==> src/rtl/otp_pkg.sv <==
// Shared types and constants for the one-time-pad XOR cipher stage.
package otp_pkg;
  localparam int DATA_W_DEF = 8;
  localparam int CNT_W      = 8;

  typedef enum logic [2:0] {
    IDLE  = 3'd0,
    SEED  = 3'd1,
    WARM  = 3'd2,
    RUN   = 3'd3,
    DRAIN = 3'd4
  } state_e;
endpackage

==> src/rtl/otp_out_stage.sv <==
// One-entry valid/ready output register; reloads on the same edge it drains.
module otp_out_stage #(
  parameter int W = 8
) (
  input  logic         clk,
  input  logic         reset,
  input  logic         load,
  input  logic [W-1:0] data,
  input  logic         last,
  output logic         out_valid,
  output logic [W-1:0] out_data,
  output logic         out_last,
  input  logic         out_ready,
  output logic         ready_up
);
  logic         valid_q;
  logic [W-1:0] data_q;
  logic         last_q;

  always_ff @(posedge clk or negedge reset) begin
    if (!reset) begin
      valid_q <= 1'b0;
      data_q  <= '0;
      last_q  <= 1'b0;
    end else if (load) begin
      valid_q <= 1'b1;
      data_q  <= data;
      last_q  <= last;
    end else if (out_ready) begin
      valid_q <= 1'b0;
    end
  end

  assign ready_up  = !valid_q || out_ready;
  assign out_valid = valid_q;
  assign out_data  = data_q;
  assign out_last  = last_q;
endmodule

==> src/rtl/otp_xor_cipher.sv <==
// Seeds the PRNG, discards WARMUP keystream bytes, then XORs one key byte per consumed byte.
// Optional byte counter outputs (byte_cnt, cnt_sat) exist only with OTP_BYTE_COUNT_EN defined.
module otp_xor_cipher
  import otp_pkg::*;
#(
  parameter int DATA_W = DATA_W_DEF,
  parameter int WARMUP = 4
) (
  input  logic              clk,
  input  logic              reset,
  input  logic              start,
  input  logic [DATA_W-1:0] seed,
  output logic              prng_load,
  output logic [DATA_W-1:0] prng_seed,
  output logic              key_en,
  input  logic [DATA_W-1:0] key_in,
  input  logic              in_valid,
  input  logic [DATA_W-1:0] in_data,
  input  logic              in_last,
  output logic              in_ready,
  output logic              out_valid,
  output logic [DATA_W-1:0] out_data,
  output logic              out_last,
  input  logic              out_ready,
  output logic              busy
`ifdef OTP_BYTE_COUNT_EN
  ,
  output logic [15:0]       byte_cnt,
  output logic              cnt_sat
`endif
);
  state_e            state_q;
  logic [CNT_W-1:0]  cnt_q;
  logic [DATA_W-1:0] seed_q;
  logic              ready_up;
  logic              xfer;

  assign in_ready  = (state_q == RUN) && ready_up;
  assign xfer      = in_valid && in_ready;
  // Keystream only moves during warm-up or on a consumed byte, keeping both ends aligned.
  assign key_en    = (state_q == WARM) || xfer;
  assign prng_load = (state_q == SEED);
  assign prng_seed = seed_q;
  assign busy      = (state_q != IDLE);

  always_ff @(posedge clk or negedge reset) begin
    if (!reset) begin
      state_q <= IDLE;
      cnt_q   <= '0;
      seed_q  <= '0;
    end else begin
      case (state_q)
        IDLE: if (start) begin
          seed_q  <= seed;
          state_q <= SEED;
        end
        SEED: begin
          cnt_q   <= CNT_W'(WARMUP);
          state_q <= (WARMUP == 0) ? RUN : WARM;
        end
        WARM: begin
          cnt_q <= cnt_q - CNT_W'(1);
          if (cnt_q == CNT_W'(1)) state_q <= RUN;
        end
        RUN:     if (xfer && in_last) state_q <= DRAIN;
        DRAIN:   if (!out_valid || out_ready) state_q <= IDLE;
        default: state_q <= IDLE;
      endcase
    end
  end

  otp_out_stage #(.W(DATA_W)) u_out (
    .clk       (clk),
    .reset     (reset),
    .load      (xfer),
    .data      (in_data ^ key_in),
    .last      (in_last),
    .out_valid (out_valid),
    .out_data  (out_data),
    .out_last  (out_last),
    .out_ready (out_ready),
    .ready_up  (ready_up)
  );

`ifdef OTP_BYTE_COUNT_EN
  logic [15:0] bcnt_q;

  always_ff @(posedge clk or negedge reset) begin
    if (!reset)                     bcnt_q <= '0;
    else if (state_q == SEED)       bcnt_q <= '0;
    else if (xfer && !(&bcnt_q))    bcnt_q <= bcnt_q + 16'd1;
  end

  assign byte_cnt = bcnt_q;
  assign cnt_sat  = &bcnt_q;
`endif
endmodule

==> config.mk <==
export PLATFORM = sky130hd
export DESIGN_NAME = otp_xor_cipher
export DESIGN_NICKNAME = d
export VERILOG_FILES = /design/src/rtl/otp_pkg.sv /design/src/rtl/otp_out_stage.sv /design/src/rtl/otp_xor_cipher.sv
export SDC_FILE = /design/constraint.sdc
export NUM_CORES = 1
export LEC_CHECK = 0
export ABC_AREA = 1
export CORE_MARGIN = 10
export CORE_UTILIZATION = 43
export CTS_CLUSTER_SIZE = 30
export DETAILED_ROUTE_END_ITERATION = 12
export PLACE_DENSITY = 0.85
export SLEW_MARGIN = 20
export SYNTH_ARGS = -nofsm -noshare
export SYNTH_HDL_FRONTEND = slang
export SYNTH_HIERARCHICAL = 1
export SYNTH_SLANG_ARGS = --single-unit
==> constraint.sdc <==
create_clock -name clk -period 1.73 [get_ports clk]
set_input_delay 0.346 -clock clk [delete_from_list [all_inputs] [get_ports clk]]
set_output_delay 0.346 -clock clk [all_outputs]
set_load 0.01 [all_outputs]
* Yosys cells after proc, flatten, opt, wreduce, memory -nomap -nowiden
Index checks and enable logic that the tools add are counted.
** Operators by class
- Add/sub/neg operators :: 1
- Eq/ne operators :: 9
- Muxes and demuxes :: 8
- Bitwise logic cells :: 1
- Reductions and logical operators :: 12
** Operator list (count)
- 8-bit one-hot mux with 2 select lines :: 1
- 3-bit one-hot mux with 5 select lines :: 1
- 3-bit two-way mux :: 4
- 8-bit by 1-bit equality test with 1-bit output, second input constant :: 1
- 8-bit by 1-bit subtractor with 8-bit output, second input constant :: 1
- 8-bit XOR :: 1
- 3-bit by 2-bit equality test with 1-bit output, second input constant :: 2
- 2-bit by 1-bit inequality test with 1-bit output, second input constant :: 2
- 2-bit inequality test, second input constant :: 2
- 4-bit AND reduction :: 1
- 2-bit nonzero test :: 2
- 3-bit by 1-bit equality test with 1-bit output, second input constant :: 1
- 3-bit equality test, second input constant :: 1
- 1-bit logical AND :: 3
- 3-bit zero test :: 1
- 3-bit nonzero test :: 1
- 1-bit logical OR :: 2
- 1-bit two-way mux :: 2
- 2-bit AND reduction :: 1
- 1-bit zero test :: 1
** Storage, ports and cells
- Register bits after elaboration :: 29
- Bits of input ports :: 30
- Logic and storage cells :: 37

* Logic depth before layout (Yosys ltp)
Gate-level depths: netlist of the first run.
- Depth in word-level cells :: 7
- Depth in mapped cells :: 9
- Mapped depth without buffers :: 8

* Hierarchy
The synthesis of the first run kept the hierarchy.
** By module, submodules not included
- otp_xor_cipher :: instances 1, cells each 108, area an instance 987.2 um^2, sequential area each 475.5 um^2
- otp_out_stage :: instances 1, cells each 42, area an instance 377.9 um^2, sequential area each 250.2 um^2

* Worst setup path before layout of the first run
OpenSTA, ideal clock, no wires.
- Path type :: flip-flop to flip-flop
- Start :: reg state_q[0]
- End :: reg u_out.data_q[0] (netlist: u_out/out_data[0])
- Library setup time :: 117 ps
- Arrival :: 1219 ps
- Setup slack :: 395 ps
- Cell stages (with the launch flop) :: 10
- Clock period less this slack :: 1335 ps
- Cells stage by stage :: dfrtp_1 nand2_1 nor2_1 and2_1 nand2_1 inv_1 buf_6 inv_2 nand2_1 nand2_1
** Between the ends
- Longest elaborated chain between the ends :: 3
** Ends and longest elaborated chain
- start, declared :: RTL line otp_xor_cipher.sv:32 : state_e state_q;
- start signal, assigned :: RTL line otp_xor_cipher.sv:59 : state_q <= (WARMUP == 0) ? RUN : WARM;
- 3-bit by 2-bit equality test with 1-bit output :: RTL line otp_xor_cipher.sv:38 : assign in_ready = (state_q == RUN) && ready_up;
- 1-bit logical AND :: RTL line otp_xor_cipher.sv:38
- via in_ready :: RTL line otp_xor_cipher.sv:20 : output logic in_ready,
- 1-bit logical AND :: RTL line otp_xor_cipher.sv:39 : assign xfer = in_valid && in_ready;
- via xfer :: RTL line otp_xor_cipher.sv:36 : logic xfer;
- end signal, assigned :: RTL line otp_out_stage.sv:27 : data_q <= data;
- end, declared :: RTL line otp_out_stage.sv:17 : logic [W-1:0] data_q;
The timed path passes the listed nets, and every way through them passes these cells.
A chain may end at the register's enable or synchronous reset.

* Final worst setup path of the first run
- Start :: reg state_q[0]
- End :: out key_en
** Between the ends
- Longest elaborated chain between the ends :: 4
- Elaborated cells on any way between the ends :: 5
- Those cells by class :: eq/ne (2); reduce/logical (3)
** Ends and longest elaborated chain
- 3-bit by 2-bit equality test with 1-bit output :: RTL line otp_xor_cipher.sv:38
- 1-bit logical AND :: RTL line otp_xor_cipher.sv:38
- 1-bit logical AND :: RTL line otp_xor_cipher.sv:39
- 1-bit logical OR (*) :: RTL line otp_xor_cipher.sv:41 : assign key_en = (state_q == WARM) || xfer;
- end, declared :: RTL line otp_xor_cipher.sv:15 : output logic key_en,
Mark *: on every way between the ends. The rest lies on a longest branch, timed or not.

==> results of run 1 <==
layout by cell type, fill, tap and decap left out, types with 2 or more instances in the layout:
cell | netlist | layout
xor2_1 | 8 | 8
clkbuf_1 | 0 | 3
clkbuf_4 | 0 | 5
nand3_1 | 2 | 2
nand3_2 | 2 | 2
clkbuf_2 | 0 | 2
inv_1 | 16 | 16
nor3_1 | 2 | 2
nor2_1 | 10 | 10
dfrtp_1 | 29 | 29
buf_4 | 0 | 13
nand4_1 | 3 | 3
o21ai_0 | 7 | 7
clkdlybuf4s50_1 | 0 | 46
a21oi_1 | 3 | 3
mux2_2 | 8 | 8
o22ai_1 | 2 | 2
nand2_1 | 49 | 49
ha_1 | 2 | 2
logic make-up after synthesis:
family                     count (synthesis)
muxes                                      8
xor gates and xnor gates                   8
AOI/OAI and AO/OA                         13
DFF                                       29
adders and majority gates                  2
buffers and inverters                     18
and+or+nand+nor                           72
flip-flops by register name, indices dropped and copies added (netlist names):
| name | count |
|---|---|
| cnt_q | 8 |
| state_q | 3 |
| u_out/out_data | 8 |
| u_out/out_last | 1 |
| prng_seed | 8 |
| u_out/out_valid | 1 |
cells in the mapped netlist (all sizes together):
master / n
buf: 1
nor3: 2
or2: 1
nor2: 11
o21ai: 7
xor2: 8
mux2: 8
nand2: 50
ha: 2
inv: 17
a21oi: 3
o22ai: 2
a31oi: 1
and2: 1
nand3: 4
dfrtp: 29
nand4: 3
repair_timing:
| item | 4_1_cts | 5_1_grt |
|---|---|---|
| cloned | 0 | 0 |
| pin swaps | 0 | 0 |
| gates resized for setup | 13 | 4 |
| endpoints found under the setup margin | 4 | 3 |
path summary, 6_finish.rpt:
kind / end / startpoint / slack [ns]
worst max-delay path: key_en / state_q[0]$_DFFE_PN0P_ / 0.11
worst min-delay path: state_q[2]$_DFFE_PN0P_ / out_ready / 0.39
worst max register to register: cnt_q[4]$_DFFE_PN0N_ / state_q[0]$_DFFE_PN0P_ / 0.33
worst min register to register: u_out/out_data[3]$_DFFE_PN0P_ / u_out/out_data[3]$_DFFE_PN0P_ / 0.47
max in group asynchronous: u_out/out_data[1]$_DFFE_PN0P_ / reset / 1.07
min in group asynchronous: cnt_q[4]$_DFFE_PN0N_ / reset / 0.40
cell type report:
cell class / count / area (um2)
Sequential cell: 29 / 725.7
Multi-Input combinational cell: 103 / 566.8
Tap cell: 44 / 55.05
Timing Repair Buffer: 64 / 596.8
Inverter: 17 / 63.81
Clock buffer: 8 / 48.80
Fill cell: 267 / 996.0
layer usage:
layer  up-vias  GRT usage  routed length [um]
li1        615          -                   -
met5         -          0                   0
met2        48     0.1794                1485
met3         8    0.06250                 346
met4         0    0.06134                  45
met1       522     0.1233                1293
through the flow:
stage	cells	worst slack [ns]
finish	265	0.1109
global placement	257	-0.3708
detailed placement	257	-0.3776
floorplan	150	0.3946
CTS	265	0.01859
global route	265	0.002963
where the power goes:
group	internal, mW	switching, mW
logic	0.927	0.814
clock network	0.161	0.214
registers	0.982	0.162
worst max-delay path, cell delays in order, from the launching register on:
cell and delay [ns]:
dfrtp_1 0.35, nand2_1 0.06, nor2_1 0.13, and2_4 0.17, nand2_1 0.06, nand2_1 0.08, buf_6 0.10
==> impl_metrics.py, run 1 <==
metrics = {
    "run_status": {
        "outcome": "finished, final reports clean",
    },
    "floorplanning": {
        "start_util": 0.4471,
        "ios": 52,
        "fp.dieH_um": 76.35,
        "num_rows": 20,
        "die-area_um2": 5829,
        "die_w_um": 76.35,
        "core_region_area_um2": 3053,
    },
    "yosys": {
        "syn_nets": 182,
        "synth_top_family_by_area": "simple AND/OR/NAND/NOR gates",
        "yosysUniqueCellTypes": 21,
        "syn_area_per_cell_um2": 9.100,
        "synth_top_area_frac": 0.5316,
        "synth-compound-area-share": 0.05041,
        "synthXorXnorAreaFrac": 0.05133,
        "yosys_warnings": 6,
        "synthSimpleGateAreaFrac": 0.2273,
        "synthAdderAreaFrac": 0.01833,
        "synthCells": 150,
        "ys_ff_latch": 29,
        "synth_area_leaders": "dfrtp_1 53%, nand2_1 13%, mux2_2 6.6%",
        "synthMuxAreaShare": 0.06599,
        "synth_seq_area_share": 0.5316,
        "synth_area_um2": 1365,
        "synth_area_leader_cell": "dfrtp_1",
    },
    "timing": {
        "setup_viol": 0,
        "worst_pin_slew_ns": 0.3408,
        "tns_ns": 0,
        "hold_violations": 0,
        "timing.final.crit_share": 0.9359,
        "period_needed_ns": 1.619,
        "slew_violations": 0,
        "rsz0062_at_grt": "false",
        "fmax_ghz": 0.6176,
        "slew-limit-headroom": 0.7710,
        "fin_hold_ws_ns": 0.3935,
        "skew_ns": 0.005191,
    },
    "clock_tree": {
        "cts_hold_buf": 0,
        "tritoncts": "built",
        "cts_root_buf": "clkbuf_4",
        "cts_setup_buffers": 0,
        "clock_path_buffers": 2,
        "cts_buffers": 5,
        "path_clk_slew_ns": 0.08,
        "clkLatencyLatePin_ns": 0.33,
        "cts.sinks": 29,
        "cts_htree_levels": 2,
    },
    "global_route": {
        "grt_pass1_vias": 1225,
        "grt_max_degree": 30,
        "grt_pass1_wl_mm": 5.492,
        "antenna_found_initial": 0,
        "track_usage": 0.1154,
        "overflow": 0,
    },
    "worst_hold_path": {
        "hold_depth": 4,
        "hold_path_class": "primary input to flip-flop",
    },
    "detailed_routing": {
        "drt-wirelength-per-cell_um": 11.97,
        "drtIter0Drc": 77,
        "dr.pass1.iters": 4,
        "viasPerCell": 4.502,
        "wl_mm": 3.171,
        "vias": 1193,
        "drc_errors": 0,
        "ant_nets": 0,
    },
    "finish": {
        "drive_gt1_frac": 0.1629,
        "final_nets": 252,
        "diodes": 0,
        "finish.utilization": 0.6738,
        "final_area_um2": 2057,
        "syn_to_final_growth_pct": 50.69,
    },
    "setup_path": {
        "required_ns": 1.38,
        "worst_setup_path_start_kind": "flip-flop",
        "r2r_cells": 8,
        "worstSetupEndpointType": "output pin",
        "arrival_ns": 1.27,
        "crit_type": "flip-flop to output pin",
        "crit_fanout": 2,
    },
    "place": {
        "dpl-instance-area_um2": 2017,
        "routabilityCongestion": 0.8441,
        "io_buffers": 51,
        "dp_hpwl_mm": 2.632,
    },
    "pwr": {
        "power.density_nw_per_um2": 1585,
        "p_total_mw": 3.260,
        "peakVddDrop_v": 0.0006571,
        "p_leak_nw": 1.026,
    },
    "job": {
        "max_cap_violations": 0,
    },
}
No activity file was read; power rests on OpenSTA's default activity.
==> run 2: changes to the inputs <==
--- a/constraint.sdc
+++ b/constraint.sdc
@@ -3,2 +3,2 @@
 set_output_delay 0.346 -clock clk [all_outputs]
-set_load 0.01 [all_outputs]
+set_load 0.1 [all_outputs]
==> impl_metrics.py, run 2 (same netlist as run 1, synthesis figures left out) <==
metrics = {
    "timing": {
        "slew_violations": 0,
        "tns_ns": -0.04825,
        "slew-limit-headroom": 0.7534,
        "fin_ws_ns": -0.03177,
        "skew_ns": 0.01424,
        "rsz0062_at_grt": "true",
        "hold_violations": 0,
        "fmax_ghz": 0.5676,
        "setup_viol": 2,
        "worst_pin_slew_ns": 0.3699,
        "period_needed_ns": 1.762,
        "timing.final.crit_share": 1.018,
    },
    "finish": {
        "diodes": 0,
        "drive_gt1_frac": 0.2831,
        "final_nets": 250,
        "finish.utilization": 0.7631,
        "layout_commonest_cell": "nand2_1",
        "syn_to_final_growth_pct": 70.67,
        "final_cell_mix": "45 x nand2_1, 29 x clkdlybuf4s50_1, 27 x dfrtp_1",
    },
    "clock_tree": {
        "clock_path_buffers": 2,
        "cts.sinks": 29,
        "cts_htree_levels": 2,
        "path_clk_slew_ns": 0.10,
        "clkLatencyLatePin_ns": 0.33,
        "cts_root_buf": "clkbuf_4",
        "cts_buffers": 5,
        "tritoncts": "built",
    },
    "global_route": {
        "grt_pass1_wl_mm": 5.982,
        "grt_max_degree": 30,
        "overflow": 0,
        "antenna_found_initial": 0,
        "grt_pass1_vias": 1295,
        "track_usage": 0.1263,
    },
    "setup_path": {
        "required_ns": 1.38,
        "crit_slowest_cell": "clkdlybuf4s50_1",
        "crit_fanout": 2,
        "r2r-start": "state_q[2]$_DFFE_PN0P_",
        "path_cells": "clkdlybuf4s50_1 > inv_1 > nand2_2 > and2_4 > nand2_4 > nand2_8 > buf_12",
        "worst-path-buf-inv": 3,
        "worst_setup_path_start_kind": "primary input",
        "arrival_ns": 1.42,
        "crit_family": "buffers and inverters",
        "cp-startpoint": "out_ready",
        "crit_type": "primary input to output pin",
        "worstSetupEndpointType": "output pin",
        "cpPeakStageDelay_ns": 0.48,
    },
    "place": {
        "dp_hpwl_mm": 2.826,
        "routabilityCongestion": 0.7963,
        "io_buffers": 51,
    },
    "floorplanning": {
        "core_region_area_um2": 3053,
        "fp.dieH_um": 76.35,
        "die_w_um": 76.35,
        "die-area_um2": 5829,
        "ios": 52,
        "start_util": 0.4471,
        "num_rows": 20,
    },
    "detailed_routing": {
        "ant_nets": 0,
        "dr.pass1.iters": 4,
        "viasPerCell": 4.703,
        "drc_errors": 0,
        "wl_mm": 3.563,
        "drt-wirelength-per-cell_um": 13.55,
        "vias": 1237,
        "drtIter0Drc": 152,
    },
    "worst_hold_path": {
        "hold_path_class": "primary input to asynchronous set/reset pin",
    },
    "job": {
        "max_cap_violations": 0,
    },
    "run_status": {
        "outcome": "finished, violations left",
        "violations": "setup timing",
    },
}
-- run 2: metal layers --
metal | vias to the layer above | routed length [um] | GRT usage
met5 | - | 0 | 0
met1 | 565 | 1465 | 0.1439
li1 | 610 | - | -
met3 | 6 | 319 | 0.05896
met2 | 56 | 1715 | 0.1973
met4 | 0 | 63 | 0.05576
-- run 2: cell type report --
class | count | area (um2)
fill | 204 | 723.2
sequential | 29 | 730.7
clock inverter | 2 | 10.01
clock buffer | 6 | 41.29
timing repair buffer | 62 | 813.3
multi-input combinational | 103 | 615.6
tap | 44 | 55.05
inverter | 17 | 63.81
-- run 2: worst paths after layout --
kind	to	slack (ns)	cells past startpoint
min in group clk	cnt_q[3]$_DFFE_PN0N_	0.54	1
min	u_out/out_valid$_DFFE_PN0P_	0.39	2
min reg2reg	cnt_q[3]$_DFFE_PN0N_	0.54	1
max in group asynchronous	u_out/out_valid$_DFFE_PN0P_	1.05	2
max	key_en	-0.03	7
max reg2reg	u_out/out_data[2]$_DFFE_PN0P_	0.20	9
-- run 2: worst register-to-register path, delay by kind of cell (launching register included) --
kind                   cells  cell delay (ns)
DFF                        1             0.46
and+or+nand+nor            5             0.52
buffers and inverters      4             0.44
-- run 2: what timing repair did --
item	CTS	global route
pin swaps	4	2
gates resized for setup	4	3
endpoints found under the setup margin	3	3
hold buffers	0	0
hold endpoints to repair	0	0
buffers inserted	6	1
-- run 2: stage by stage --
stage          cell area (um2)  worst slack (ns)  hold WS [ns]  std cells
6_report                  2330          -0.03177        0.3900        263
3_3_place_gp              2202          -0.02784        0.5039        248
2_1_floorplan             1398         -0.008318       0.05041        150
3_5_place_dp              2202          -0.04674        0.5219        248
4_1_cts                   2308          -0.01862        0.3928        262
5_1_grt                   2330          -0.08606        0.4218        263
Power of run 2 is not shown: default switching activity piles up to over one toggle a cycle in this logic, so the estimate is an artifact.
==> run 3: changes to the inputs <==
SETUP_SLACK_MARGIN = 0.05   (was default)
==> impl_metrics.py, run 3 (same netlist as run 1, synthesis figures left out) <==
metrics = {
    "global_route": {
        "grt_max_degree": 30,
        "grt_pass1_wl_mm": 5.961,
        "antenna_found_initial": 0,
        "grt_pass1_vias": 1280,
        "track_usage": 0.1252,
        "overflow": 0,
    },
    "place": {
        "routabilityCongestion": 0.8134,
        "dp_slack_ns": -0.02293,
        "io_buffers": 51,
        "dp_hpwl_mm": 2.640,
    },
    "floorplanning": {
        "core_region_area_um2": 3053,
        "die-area_um2": 5829,
        "start_util": 0.4471,
        "ios": 52,
        "die_w_um": 76.35,
        "fp.dieH_um": 76.35,
        "num_rows": 20,
    },
    "setup_path": {
        "r2r_end": "cnt_q[5]$_DFFE_PN0N_",
        "crit_fanout": 3,
        "required_ns": 1.38,
        "worst_setup_path_start_kind": "flip-flop",
        "r2r-start": "state_q[2]$_DFFE_PN0P_",
        "r2r_cells": 9,
        "crit_type": "flip-flop to output pin",
        "reg2reg_slack_ns": 0.15,
        "arrival_ns": 1.37,
        "worstSetupEndpointType": "output pin",
    },
    "timing": {
        "timing.final.crit_share": 0.9930,
        "fin_ws_ns": 0.01208,
        "worst_pin_slew_ns": 0.3640,
        "period_needed_ns": 1.718,
        "setup_viol": 0,
        "skew_ns": 0.003185,
        "hold_violations": 0,
        "slew-limit-headroom": 0.7573,
        "fmax_ghz": 0.5821,
        "rsz0062_at_grt": "true",
        "slew_violations": 0,
    },
    "clock_tree": {
        "tritoncts": "built",
        "cts_hold_buf": 0,
        "cts.sinks": 29,
        "path_clk_slew_ns": 0.09,
        "clkLatencyLatePin_ns": 0.32,
        "clock_path_buffers": 2,
        "cts_buffers": 5,
        "cts_root_buf": "clkbuf_4",
        "cts_htree_levels": 2,
    },
    "finish": {
        "syn_to_final_growth_pct": 71.22,
        "layout_commonest_cell": "nand2_1",
        "multiInputGateArea_um2": 613.1,
        "drive_gt1_frac": 0.2773,
        "regArea_um2": 729.5,
        "final_cell_mix": "45 x nand2_1, 28 x dfrtp_1, 28 x clkdlybuf4s50_1",
        "diodes": 0,
        "final_nets": 251,
        "n_fill_cell": 210,
    },
    "detailed_routing": {
        "drtIter0Drc": 93,
        "drt-wirelength-per-cell_um": 13.37,
        "dr.pass1.iters": 4,
        "wl_mm": 3.529,
        "drc_errors": 0,
        "viasPerCell": 4.720,
        "vias": 1246,
        "ant_nets": 0,
    },
    "job": {
        "max_cap_violations": 0,
    },
    "worst_hold_path": {
        "hold_path_class": "primary input to asynchronous set/reset pin",
    },
    "run_status": {
        "outcome": "finished, final reports clean",
    },
}
run 3: how the worst max path moves through the flow:
| stage | startpoint | to | slack, ns | cells past startpoint |
|---|---|---|---|---|
| after floorplan | u_out/out_valid$_DFFE_PN0P_ | key_en | 0.03 | 4 |
| after global placement | out_ready | key_en | -0.02 | 7 |
| after detailed placement | out_ready | key_en | -0.02 | 7 |
| after CTS | state_q[1]$_DFFE_PN0P_ | key_en | 0.008 | 6 |
| after global routing | state_q[2]$_DFFE_PN0P_ | key_en | -0.05 | 5 |
| final | state_q[2]$_DFFE_PN0P_ | key_en | 0.01 | 5 |
run 3: timing repair:
item / in CTS / in global routing
resized for setup: 5 / 3
endpoints found under the setup margin: 3 / 4
pin swaps: 6 / 6
buffers inserted: 7 / 2
run 3: per-stage QoR:
step	hold slack [ns]	utilization	TNS (ns)	instance area [um2]	std cells
3_3_place_gp	0.5050	0.7197	-0.02134	2197	247
2_1_floorplan	0.05041	-	0	1400	150
3_5_place_dp	0.5154	0.7197	-0.02293	2197	247
5_1_grt	0.4146	0.7656	-0.08837	2337	264
6_report	0.3952	0.7656	0	2337	264
4_1_cts	0.4018	0.7574	0	2312	262
run 3: cell type report:
| class | count | area share |
|---|---|---|
| well taps | 44 | 0.02355 |
| clock buffers | 8 | 0.02088 |
| multi-input cells | 103 | 0.2623 |
| flip-flops and latches | 29 | 0.3121 |
| inverters | 17 | 0.02730 |
| repair buffers | 63 | 0.3539 |
run 3: metal layers:
metal  GRT usage  routed length (um)  vias up
met5           0                   0        -
met2      0.1930                1686       51
li1            -                   -      612
met1      0.1445                1477      573
met3     0.05189                 271       10
met4     0.06691                  93        0
run 3: critical path, cell delays in order, from the launching register on:
cell and delay [ns]:
dfrtp_1 0.42, buf_4 0.16, nor2_4 0.14, nand2_4 0.09, nand2_8 0.08, buf_12 0.16
Power of run 3 is left out for the same reason.
